===== src/rtl/vga_frame_monitor.sv =====
// Receive-side VGA checker: recovers pixel/line position from Hsync/Vsync, checks
// sync timing, flags colour in blanking and reports per-frame lit-pixel counts.
module vga_frame_monitor #(
  parameter int unsigned CLK_PER_PIX = 4,
  parameter int unsigned H_ACTIVE    = 640,
  parameter int unsigned H_FP        = 16,
  parameter int unsigned H_SYNC      = 96,
  parameter int unsigned H_BP        = 48,
  parameter int unsigned V_ACTIVE    = 480,
  parameter int unsigned V_FP        = 10,
  parameter int unsigned V_SYNC      = 2,
  parameter int unsigned V_BP        = 33
) (
  input  logic        clk,
  input  logic        rst,
  input  logic [2:0]  vgaRed,
  input  logic [2:0]  vgaGreen,
  input  logic [1:0]  vgaBlue,
  input  logic        Hsync,
  input  logic        Vsync,
  output logic        locked,
  output logic        pix_valid,
  output logic [9:0]  pix_x,
  output logic [8:0]  pix_y,
  output logic [7:0]  pix_rgb,
  output logic        frame_done,
  output logic [18:0] lit_count,
  output logic        h_err,
  output logic        v_err,
  output logic        blank_err
);

  localparam int unsigned HT    = (H_ACTIVE + H_FP + H_SYNC + H_BP) * CLK_PER_PIX;
  localparam int unsigned VT    = V_ACTIVE + V_FP + V_SYNC + V_BP;
  localparam int unsigned HMAX  = 2 * HT;
  localparam int unsigned HW    = $clog2(HMAX + 1);
  localparam int unsigned LMAX  = 2 * VT;
  localparam int unsigned LW    = $clog2(LMAX + 1);
  localparam int unsigned VSW   = $clog2(V_SYNC + 2) + 1;
  localparam int unsigned X_OFF = H_SYNC + H_BP;
  localparam int unsigned Y_OFF = V_SYNC + V_BP;
  localparam int unsigned CW    = 19;

  typedef enum logic {ACQUIRE = 1'b0, LOCKED = 1'b1} state_t;

  state_t          state_q, state_d;
  logic [7:0]      rgb_q, rgb_d;
  logic            hs_q, hs_d, hs_prev_q, hs_prev_d;
  logic            vs_q, vs_d, vs_prev_q, vs_prev_d;
  logic [HW-1:0]   hclk_q, hclk_d;
  logic [LW-1:0]   line_q, line_d;
  logic [VSW-1:0]  vs_lines_q, vs_lines_d;
  logic [CW-1:0]   acc_q, acc_d;
  logic            pix_valid_q, pix_valid_d;
  logic [9:0]      pix_x_q, pix_x_d;
  logic [8:0]      pix_y_q, pix_y_d;
  logic [7:0]      pix_rgb_q, pix_rgb_d;
  logic            frame_done_q, frame_done_d;
  logic [CW-1:0]   lit_count_q, lit_count_d;
  logic            h_err_q, h_err_d;
  logic            v_err_q, v_err_d;
  logic            blank_err_q, blank_err_d;

  logic            hs_fall, hs_rise, vs_fall, vs_rise;
  logic            h_lost, in_lock, sample, active, rgb_nz;
  logic [HW-1:0]   pcol, pphase;

  always_comb begin
    rgb_d     = {vgaRed, vgaGreen, vgaBlue};
    hs_d      = Hsync;
    vs_d      = Vsync;
    hs_prev_d = hs_q;
    vs_prev_d = vs_q;

    hs_fall = hs_prev_q & ~hs_q;
    hs_rise = ~hs_prev_q & hs_q;
    vs_fall = vs_prev_q & ~vs_q;
    vs_rise = ~vs_prev_q & vs_q;
    h_lost  = (hclk_q == HW'(HMAX)) && !hs_fall;
    in_lock = (state_q == LOCKED);
    rgb_nz  = |rgb_q;

    // hclk_d is the position of the sample currently held in rgb_q
    if (hs_fall)                    hclk_d = '0;
    else if (hclk_q == HW'(HMAX))   hclk_d = hclk_q;
    else                            hclk_d = hclk_q + HW'(1);

    if (vs_fall)                              line_d = '0;
    else if (hs_fall && line_q != LW'(LMAX))  line_d = line_q + LW'(1);
    else                                      line_d = line_q;

    if (vs_fall)
      vs_lines_d = VSW'(hs_fall);
    else if (!vs_q && hs_fall && vs_lines_q != '1)
      vs_lines_d = vs_lines_q + VSW'(1);
    else
      vs_lines_d = vs_lines_q;

    pcol   = hclk_d / HW'(CLK_PER_PIX);
    pphase = hclk_d % HW'(CLK_PER_PIX);
    sample = (pphase == HW'(CLK_PER_PIX / 2));
    active = (pcol >= HW'(X_OFF)) && (pcol < HW'(X_OFF + H_ACTIVE)) &&
             (line_d >= LW'(Y_OFF)) && (line_d < LW'(Y_OFF + V_ACTIVE));

    state_d      = state_q;
    acc_d        = acc_q;
    pix_valid_d  = 1'b0;
    pix_x_d      = pix_x_q;
    pix_y_d      = pix_y_q;
    pix_rgb_d    = pix_rgb_q;
    frame_done_d = 1'b0;
    lit_count_d  = lit_count_q;
    h_err_d      = h_err_q;
    v_err_d      = v_err_q;
    blank_err_d  = blank_err_q;

    if (sample && active && rgb_nz && acc_q != '1)
      acc_d = acc_q + CW'(1);

    if (in_lock && sample) begin
      if (active) begin
        pix_valid_d = 1'b1;
        pix_x_d     = 10'(pcol - HW'(X_OFF));
        pix_y_d     = 9'(line_d - LW'(Y_OFF));
        pix_rgb_d   = rgb_q;
      end else if (rgb_nz) begin
        blank_err_d = 1'b1;
      end
    end

    // Sync timing checks; counters hold values from before this cycle's edge
    if (in_lock) begin
      if (hs_fall && (32'(hclk_q) + 32'd1) != HT)
        h_err_d = 1'b1;
      if (hs_rise && (32'(hclk_q) + 32'd1) != H_SYNC * CLK_PER_PIX)
        h_err_d = 1'b1;
      if (vs_rise && vs_lines_q != VSW'(V_SYNC))
        v_err_d = 1'b1;
    end

    case (state_q)
      ACQUIRE: begin
        if (vs_fall) begin
          state_d = LOCKED;
          acc_d   = '0;
        end
      end
      LOCKED: begin
        if (h_lost) begin
          state_d = ACQUIRE;
        end else if (vs_fall) begin
          acc_d = '0;
          if ((32'(line_q) + 32'd1) != VT) begin
            v_err_d = 1'b1;
          end else begin
            frame_done_d = 1'b1;
            lit_count_d  = acc_q;
          end
        end
      end
      default: state_d = ACQUIRE;
    endcase
  end

  always_ff @(posedge clk or posedge rst) begin
    if (rst) begin
      state_q      <= ACQUIRE;
      rgb_q        <= '0;
      hs_q         <= 1'b0;
      hs_prev_q    <= 1'b0;
      vs_q         <= 1'b0;
      vs_prev_q    <= 1'b0;
      hclk_q       <= '0;
      line_q       <= '0;
      vs_lines_q   <= '0;
      acc_q        <= '0;
      pix_valid_q  <= 1'b0;
      pix_x_q      <= '0;
      pix_y_q      <= '0;
      pix_rgb_q    <= '0;
      frame_done_q <= 1'b0;
      lit_count_q  <= '0;
      h_err_q      <= 1'b0;
      v_err_q      <= 1'b0;
      blank_err_q  <= 1'b0;
    end else begin
      state_q      <= state_d;
      rgb_q        <= rgb_d;
      hs_q         <= hs_d;
      hs_prev_q    <= hs_prev_d;
      vs_q         <= vs_d;
      vs_prev_q    <= vs_prev_d;
      hclk_q       <= hclk_d;
      line_q       <= line_d;
      vs_lines_q   <= vs_lines_d;
      acc_q        <= acc_d;
      pix_valid_q  <= pix_valid_d;
      pix_x_q      <= pix_x_d;
      pix_y_q      <= pix_y_d;
      pix_rgb_q    <= pix_rgb_d;
      frame_done_q <= frame_done_d;
      lit_count_q  <= lit_count_d;
      h_err_q      <= h_err_d;
      v_err_q      <= v_err_d;
      blank_err_q  <= blank_err_d;
    end
  end

  assign locked     = (state_q == LOCKED);
  assign pix_valid  = pix_valid_q;
  assign pix_x      = pix_x_q;
  assign pix_y      = pix_y_q;
  assign pix_rgb    = pix_rgb_q;
  assign frame_done = frame_done_q;
  assign lit_count  = lit_count_q;
  assign h_err      = h_err_q;
  assign v_err      = v_err_q;
  assign blank_err  = blank_err_q;

endmodule


===== config.mk =====
export PLATFORM = sky130hd
export DESIGN_NAME = vga_frame_monitor
export DESIGN_NICKNAME = d
export VERILOG_FILES = /design/src/rtl/vga_frame_monitor.sv
export SDC_FILE = /design/constraint.sdc
export NUM_CORES = 1
export LEC_CHECK = 0
export BUFFER_PORTS_ARGS = -buffer_cell sky130_fd_sc_hd__clkbuf_2
export CORE_UTILIZATION = 50
export CTS_BUF_LIST = sky130_fd_sc_hd__clkbuf_4
export DETAILED_ROUTE_END_ITERATION = 12
export GPL_ROUTABILITY_DRIVEN = 0
export PLACE_DENSITY = 0.66
export SKIP_LAST_GASP = 1
export SLEW_MARGIN = 30
export SYNTH_ARGS = -nofsm -noshare
export SYNTH_HDL_FRONTEND = slang
export SYNTH_SLANG_ARGS = --single-unit

===== constraint.sdc =====
create_clock -name clk -period 4 [get_ports clk]
set_clock_uncertainty 0.15 [all_clocks]
set_input_delay 0.6 -clock clk [delete_from_list [all_inputs] [get_ports clk]]
set_output_delay 0.6 -clock clk [all_outputs]
set_load 0.05 [all_outputs]

Word level (Yosys, flattened, before mapping)
Index checks and enable logic that the tools add are counted.
{"block": "totals", "word_cells": 102, "ramBits": 0, "ff_bits": 110, "latch_bits": 0, "memories": 0, "output_inout_bits": 52, "romBits": 0}
{"block": "classes", "shift": 0, "muxes": 27, "n_addsub": 8, "order_cmp": 4, "bitwise": 12, "div_mod_pow": 0, "n_eq_ne": 9, "n_reduce_logical": 23, "mul": 0}
{"operator": "$mux 19", "n": 3}
{"operator": "$pmux 19 s2", "n": 1}
{"operator": "$ne 32x12->1 const B", "n": 1}
{"operator": "$mux 13", "n": 2}
{"operator": "$lt 11x10->1 const B", "n": 2}
{"operator": "$mux 11", "n": 2}
{"operator": "$add 19x1->19 const B", "n": 1}
{"operator": "$ne 19x19->1 const B", "n": 1}
{"operator": "$mux 1", "n": 16}
{"operator": "$add 13x1->14 const B", "n": 1}
{"operator": "$logic_and 1x1->1", "n": 14}
{"operator": "$ne 14x9->1 const B", "n": 1}
{"operator": "$add 13x1->13 const B", "n": 1}
{"operator": "$eq 13x13->1 const B", "n": 1}
{"operator": "$add 11x1->12 const B", "n": 1}
{"operator": "$ne 12x10->1 const B", "n": 1}
{"operator": "$add 11x1->11 const B", "n": 1}
{"operator": "$ge 11x6->1 const B", "n": 1}
{"operator": "$ge 11x8->1 const B", "n": 1}
{"operator": "$ne 11x11->1 const B", "n": 1}
{"operator": "$sub 10x8->10 const B", "n": 1}
{"operator": "$sub 9x6->9 const B", "n": 1}
{"operator": "$not 1->1", "n": 8}
{"operator": "$reduce_or 8->1", "n": 1}
{"operator": "12 further kinds", "n": 19}

Longest topological paths before layout
Gate-level depths: netlist (run 1).
{"block": "logic_depth", "ltp_word": 15, "ltp_mapped": 14, "mapped_depth_nobuf": 13}

Least setup slack after synthesis (run 1)
OpenSTA, ideal clock, no wires.
{"block": "synth_path", "path_kind": "register -> register", "start": "register line_q[0]", "end": "register pix_rgb_q[0] (netlist: pix_rgb[0])", "required_ps": 3722, "setup_slack_ps": 893, "setup_ps": 128, "period_less_slack_ps": 3107, "t_arrival_ps": 2829, "stages_incl_launch_ff": 13, "cell_sequence": "dfrtp_1 > inv_1 > ha_1 > nor4bb_4 > a41oi_4 > mux2_4 > o211ai_4 > a21oi_2 > a32o_1 > nand3b_1 > buf_4 > buf_6 > mux2_1"}
{"block": "synth_between", "elab_chain_cells": 8}
{"element": "from (decl)", "line_no": "51", "text": "logic [LW-1:0] line_q, line_d;"}
{"element": "from (signal assigned)", "line_no": "194", "text": "line_q <= line_d;"}
{"element": "branches (longest 2 deep; another with $add 11x1->11)"}
{"element": "$mux 11 (*)", "line_no": "89", "text": "else if (hs_fall && line_q != LW'(LMAX)) line_d = line_q + LW'(1);"}
{"element": "$mux 11 (*)", "line_no": "88", "text": "if (vs_fall) line_d = '0;"}
{"element": "$ge 11x6->1", "line_no": "103", "text": "(line_d >= LW'(Y_OFF)) && (line_d < LW'(Y_OFF + V_ACTIVE));"}
{"element": "$logic_and 1x1->1", "line_no": "102", "text": "active = (pcol >= HW'(X_OFF)) && (pcol < HW'(X_OFF + H_ACTIVE)) &&"}
{"element": "$logic_and 1x1->1 (*)", "line_no": "103"}
{"element": "$reduce_and 2->1 (no line) (*)"}
{"element": "to (signal assigned)", "line_no": "200", "text": "pix_rgb_q <= pix_rgb_d;"}
{"element": "to (decl)", "line_no": "57", "text": "logic [7:0] pix_rgb_q, pix_rgb_d;"}
Mark *: on every way between the ends.
A chain may end at the register's enable or synchronous reset.

Worst setup path in the final report (run 1)
{"block": "layout_path", "start": "register hclk_q[0]", "end": "register acc_q[11]"}
{"block": "layout_between", "elab_chain_cells": 14}
{"element": "from (decl)", "line_no": "50", "text": "logic [HW-1:0] hclk_q, hclk_d;"}
{"element": "from (signal assigned)", "line_no": "193", "text": "hclk_q <= hclk_d;"}
{"element": "$add 13x1->13 or $eq 13x13->1 (tied branches)", "line_no": "86, 85"}
{"element": "$mux 13 (*)", "line_no": "85", "text": "else if (hclk_q == HW'(HMAX)) hclk_d = hclk_q;"}
{"element": "$mux 13 (*)", "line_no": "84", "text": "if (hs_fall) hclk_d = '0;"}
{"element": "net hclk_d[6]", "line_no": "50"}
{"element": "$ge 11x8->1 or $lt 11x10->1 (tied branches)", "line_no": "102"}
{"element": "$logic_and 1x1->1 (*) (2 in series)", "line_no": "102"}
{"element": "$logic_and 1x1->1 (*)", "line_no": "103"}
{"element": "$logic_and 1x1->1 (*) (3 in series)", "line_no": "117", "text": "if (sample && active && rgb_nz && acc_q != '1)"}
{"element": "$mux 19 (*)", "line_no": "117"}
{"element": "$mux 19", "line_no": "143, 151"}
{"element": "$mux 19", "line_no": "149", "text": "if (h_lost) begin"}
{"element": "$pmux 19 s2 (*)", "line_no": "141", "text": "case (state_q)"}
{"element": "net acc_d[11]", "line_no": "53", "text": "logic [CW-1:0] acc_q, acc_d;"}
{"element": "to (signal assigned)", "line_no": "176", "text": "acc_q <= '0;"}
{"element": "to (signal assigned)", "line_no": "196", "text": "acc_q <= acc_d;"}
{"element": "to (decl)", "line_no": "53"}
The timed path passes the listed nets; every way through them passes the cells marked *.

==> impl_results.md, run 1 <==
* Reg2Reg Launch Point: hclk_q[0]
* H-tree depth at 3
* P&R area growth vs syn at 11.0%
* 1st-pass router iterations at 5
* Setup tns final at 0 ns
* Critical path required time at 4.27 ns
* Count of final hold-check violations at 0
* CP max-delay cell: or4_1
* FF-to-FF setup slack at roughly 0.46 ns
* Port Buffers at 63
* All-Layer GR Usage at 22.4%
* Largest net degree at the start of global routing at 76
* Die Width at roughly 110 microns
* Hpwl dp at between 8 and 9 mm
* # hold bufs at CTS at 0
* First-pass GRT wire length at 20.2 mm
* Mapped Avg Cell Area at about 11 sq um
* CP max FO at 15
* Delay-heaviest family, CP: simple AND/OR/NAND/NOR gates
* Num rows at 38
* Fraction of layout cells with a size suffix above 1 at 20.3%
* Worst-Skew Late Latency at approximately 0.50 ns
* DRT iter0 DRCs at 313
* Final setup viols at 0
* Starting density of the core at 52.2%
* Post-Synthesis Cell Area at ~5700 sq um
* Clk sink count at 110
* Worst-path clk slew at about 0.17 ns
* Critical Path, Cell by Cell: inv_1 -> ha_1 -> nor3b_1 -> and4_1 -> nor2_1 -> o21ai_0 -> inv_1 -> ha_1 -> a41oi_1 -> a32o_1 -> buf_4 -> or4_1 -> a21oi_1
* VDD IR-drop max at between 0.2 and 0.3 mV
* CP peak stage delay at about 0.51 ns
* Antenna violations before repair at 0
* Die area at 11,900 sq um
* WL final at between 10 and 15 mm
* Max-slew headroom at between 50% and 60%
* Max-cap violations at 0
* Post-cts resize count at 0
* Die height at 109 microns
* I/O pins at 64
* Fmax at about 280 MHz
* R2r endpoint: acc_q[11]
* Core area at between 10,000 and 15,000 sq um
* Vias/cell at 5.71
* Synth unique cells at 65
* Net Count, Synth at roughly 570
* Buf/Inv on CP at 3
* Nets at roughly 630
* Seq/Total Area, Yosys at 48.0%
* Worst Setup Path Type: register to register
* Placed Instance Area at just over 6000 sq um
* Filler cells at approximately 940
* Vias at ~4.3k
* WL/cell at ~16 microns
* Post-CTS setup buffer count at 0
* Final Critical Period at 3.54 ns
* LEAKAGE at 2.97 nW
* Worst r2r path cells at 13
* Total gr overflow at 0
* Post-Syn Instances at 543
* Max clock buf depth at 2
* Post-synth EDFFs at 0
* Type of the worst min-delay path: primary input to async pin
* Fin crit share at around 90%
* Vias in the first global route at 4,049
* Root buffer cell: clkbuf_4
* Ant diodes at 0
* FFs w/ async S/R, synth at 100%
* Worst slew pin tran at a little under 0.7 ns
* Cell area power density at 303 nW/um^2
* Ys Warns at 0
* Startpoint Class: register
* #FFs+latches synth at 110
* RSZ-0062 raised after global routing: no
* Crit. End Element: register
* CTS tree: built
* Primary FF master, synth: dfrtp_1
* # DRC at 0
* Final non-filler cell area at about 6400 sq um
* CTS buffer count at 9
* Critical path data arrival time at 3.80 ns
* Outcome: finished, final reports clean
* Antenna-violating nets left at 0
* Slew Viols, Final at 0
[cell type report]
cell class	count	area, sq um	share of cell area (%)
tap	140	175	2.75
clock inverter	6	47.5	0.747
clock buffer	9	67.6	1.06
inverter	20	80.1	1.26
multi-input combinational	383	2750	43.3
sequential	110	2750	43.3
timing repair buffer	83	485	7.63
[worst reg2reg max path: cells and delay by family (launching register included)]
family	cells	cell delay, ns
buffers and inverters	3	0.41
and+or+nand+nor	4	1.27
AOI/OAI and AO/OA	4	0.79
adders and majority gates	2	0.38
DFF	1	0.46
[metal layers]
metal	part of all wire, %	vias to the layer above	track usage (%)
met2	47	118	34.6
met1	46	2082	30.4
met4	1.4	0	6.27
met5	0	-	0
met3	5.5	15	6.75
li1	-	2073	-
[stage by stage]
step | utilization, % | setup WS [ns] | power (W) | hold slack [ns] | cells
2_1_floorplan | - | 0.348 | 0.00137 | 0.268 | 543
3_3_place_gp | 56.1 | 0.590 | 0.00143 | 0.288 | 728
3_5_place_dp | 56.1 | 0.522 | 0.00144 | 0.297 | 728
4_1_cts | 57.2 | 0.477 | 0.00194 | 0.00772 | 743
5_1_grt | 57.9 | 0.140 | 0.00203 | 0.00397 | 751
6_report | 57.9 | 0.465 | 0.00193 | 0.0144 | 751
[where the power goes]
group          total (W)  leakage (nW)  internal (W)  switching, W
sequential       0.00119          1.48       0.00114     0.0000492
clock           0.000499        0.0559      0.000128      0.000371
combinational   0.000236          1.44     0.0000891      0.000147
[placed cells by master, fill, tap and decap left out, drive strengths merged, types with 17 or more instances in the layout]
cell type / netlist / final
xnor2: 19 / 19
dfrtp: 110 / 110
o21ai: 17 / 17
nand3: 24 / 24
a21oi: 26 / 26
nand2: 35 / 35
clkbuf: 13 / 72
mux2: 47 / 47
inv: 20 / 21
nor2: 38 / 38
[logic make-up (layout without fill, tap and decap cells)]
| kind of cell | after synthesis | count (layout) | synth area share (%) |
|---|---|---|---|
| muxes | 59 | 59 | 11.4 |
| xor gates and xnor gates | 33 | 33 | 5.04 |
| buffers and inverters | 50 | 118 | 4.08 |
| AOI/OAI and AO/OA | 81 | 81 | 9.91 |
| DFF | 110 | 110 | 48.0 |
| adders and majority gates | 12 | 12 | 2.62 |
| and+or+nand+nor | 198 | 198 | 18.9 |
[Yosys cell counts (13+ instances only)]
library cell,count,share of area [%]
dfrtp_1,110,48
nor2_1,38,2.5
nand2_1,35,2.3
mux2_1,26,5.1
a21oi_1,24,2.1
nand3_1,23,2.0
mux2_2,20,3.9
inv_1,19,1.2
xnor2_1,19,2.9
o21ai_0,17,1.5
nor3_1,14,1.2
xor2_1,14,2.1
clkbuf_1,13,0.85
nand2b_1,13,1.4
nand4_1,13,1.4
[sequential cells by signal (all words and copies together), names as in the netlist, 3 cells and up]
name,count
line_q,11
rgb_q,8
pix_y,9
vs_lines_q,3
acc_q,19
hclk_q,13
pix_x,10
pix_rgb,8
lit_count,19
[worst max-delay path by stage]
stage	startpoint	end	slack, ns	cells after the start
finish	hclk_q[0]	acc_q[11]	0.46	13
detailed placement	hclk_q[0]	acc_q[11]	0.52	13
floorplan	rst	acc_q[0]	0.35	1
CTS	line_q[0]	acc_q[11]	0.48	12
global route	hclk_q[0]	acc_q[12]	0.14	13
global placement	line_q[0]	acc_q[14]	0.59	12
Power figures use the tool's default switching activity.
==> run 2, diff against run 1 <==
--- a/config.mk
+++ b/config.mk
@@ -6,6 +6,8 @@
 export NUM_CORES = 1
 export LEC_CHECK = 0
 export BUFFER_PORTS_ARGS = -buffer_cell sky130_fd_sc_hd__clkbuf_2
+export CAP_MARGIN = 40
+export CORE_ASPECT_RATIO = 0.75
 export CORE_UTILIZATION = 50
 export CTS_BUF_LIST = sky130_fd_sc_hd__clkbuf_4
 export DETAILED_ROUTE_END_ITERATION = 12
==> impl_results.md, run 2 (synthesis gave the netlist of run 1 again) <==
* Vias in the first global route at 4,059 (+0.25%)
* VDD IR-drop max at 0.194 mV (-27%)
* Most frequent cells in the layout: 110 x dfrtp_1, 63 x clkbuf_2, 38 x nor2_1
* Num rows at 33 (-13%)
* Max-cap violations at 0 (unchanged)
* DRT iter0 DRCs at 192 (-39%)
* Antenna-violating nets left at 0 (unchanged)
* CTS tree: built
* CP peak stage delay at 0.51 ns (about the same)
* Type of the worst min-delay path: primary input to register
* Final Critical Period at 3.61 ns (+0.0795 ns)
* Max-slew headroom at 55.8% (+1.6 points)
* Setup tns final at 0 ns (unchanged)
* Dpl cells at 726 (-0.27%)
* Antenna violations before repair at 0 (unchanged)
* Vias at 4,282 (-0.14%)
* Hpwl dp at 8.87 mm (+3.4%)
* Outcome: complete, but fails checks
* PnR Total Power at 0.00203 W (+5.6%)
* All-Layer GR Usage at 22.5% (+0.086 points)
* Vias/cell at 5.76 (+0.80%)
* Worst-path clk slew at 0.18 ns (about the same)
* Nets at 623 (-1.3%)
* Fmax at 277 MHz (-2.2%)
* # DRC at 2 (+2)
* Starting density of the core at 52.0% (-0.20 points)
* CP max FO at 30 (+15)
* Worst slew pin tran at 0.663 ns (-0.0221 ns)
* Max clock buf depth at 2 (unchanged)
* Cell area power density at 321 nW/um^2 (+6.0%)
* Total gr overflow at 0 (unchanged)
* I/O pins at 64 (unchanged)
* Buf/Inv on CP at 3 (unchanged)
* Delay-heaviest family, CP: simple AND/OR/NAND/NOR gates
* Fin crit share at 90.4% (+2.0 points)
* 1st-pass router iterations at 9 (+4)
* Largest net degree at the start of global routing at 60 (-21%)
* RSZ-0062 raised after global routing: no
* Clk sink count at 110 (unchanged)
* Ant diodes at 0 (unchanged)
* Final setup viols at 0 (unchanged)
* Final Core Density at 57.5% (-0.41 points)
* First-pass GRT wire length at 20.8 mm (+2.7%)
* Critical path data arrival time at 3.88 ns (+0.08 ns)
* Placed Instance Area at 6140 sq um (-0.35%)
* Root buffer cell: clkbuf_4
* Commonest non-fill, non-tap cell in the layout: dfrtp_1
* Die height at 94.7 microns (-13%)
* Crit. End Element: register
* LEAKAGE at 2.98 nW (+0.13%)
* Fraction of layout cells with a size suffix above 1 at 20.4% (+0.070 points)
* Core area at 11,000 sq um (+0.38%)
* Post-cts resize count at 0 (unchanged)
* Worst-Skew Late Latency at 0.48 ns (-0.02 ns)
* Critical path required time at 4.26 ns (about the same)
* Violated checks: design-rule violations
* Die Width at 126 microns (+15%)
* Critical Path, Cell by Cell: inv_1 -> ha_1 -> nor3b_1 -> and4_1 -> nor2_1 -> o21ai_0 -> inv_1 -> ha_1 -> a41oi_1 -> a32o_1 -> buf_4 -> or4_1 -> a21oi_1
* Port Buffers at 63 (unchanged)
* P&R area growth vs syn at 10.6%
* Final Instance Count excl. Fillers at 744 (-0.93%)
* CTS buffer count at 9 (unchanged)
* Die area at 11,900 sq um (about the same)
* WL final at 12.4 mm (+1.5%)
* Slew Viols, Final at 0 (unchanged)
* H-tree depth at 3 (unchanged)
* Final non-filler cell area at 6340 sq um (-0.33%)
* Startpoint Class: register
* WL/cell at 16.6 microns (+2.4%)
* CP max-delay cell: or4_1
* Count of final hold-check violations at 0 (unchanged)
* Worst Setup Path Type: register to register
-- run 2: stage by stage --
| stage | hold WS (ns) | setup WS (ns) |
|---|---|---|
| floorplan | 0.268 | 0.348 |
| global placement | 0.314 | 0.534 |
| detailed placement | 0.319 | 0.479 |
| CTS | 0.0305 | 0.422 |
| global route | 0.0113 | 0.148 |
| finish | 0.0538 | 0.385 |
-- run 2: final timing paths --
path / startpoint / end / slack [ns] / cells past startpoint
hold / removal: vgaRed[1] / rgb_q[6] / 0.05 / 1
hold reg to reg: h_err / h_err / 0.35 / 1
min in group asynchronous: rst / pix_rgb[3] / 0.41 / 3
max in group asynchronous: rst / vs_lines_q[2] / 2.35 / 5
setup / recovery: hclk_q[0] / acc_q[12] / 0.39 / 13
setup reg to reg: hclk_q[0] / acc_q[12] / 0.39 / 13
-- run 2: routing by layer --
layer / part of all wire (%) / routed length (microns) / global-route usage [%]
met3: 5.4 / 668 / 5.61
met5: 0 / 0 / 0
met2: 42 / 5250 / 32.8
met1: 51 / 6290 / 32.9
met4: 1.4 / 170 / 6.40
-- run 2: cell type report --
cell class | instances | area, sq um
Clock buffer | 9 | 67.6
Clock inverter | 7 | 92.6
Fill cell | 955 | 4680
Inverter | 20 | 77.6
Multi-Input combinational cell | 383 | 2750
Sequential cell | 110 | 2750
Tap cell | 140 | 175
Timing Repair Buffer | 75 | 428
-- run 2: what timing repair did --
item / in CTS / in global routing
hold buffers: 0 / 1
endpoints found under the hold margin: 0 / 13
endpoints found under the setup margin: 0 / 0
buffers inserted: 0 / 0
-- run 2: power breakdown --
part	switching, W	total [W]	internal, W
clock	0.000402	0.000608	0.000206
combinational	0.000150	0.000235	0.0000855
sequential	0.0000489	0.00119	0.00114
total	0.000600	0.00203	0.00143
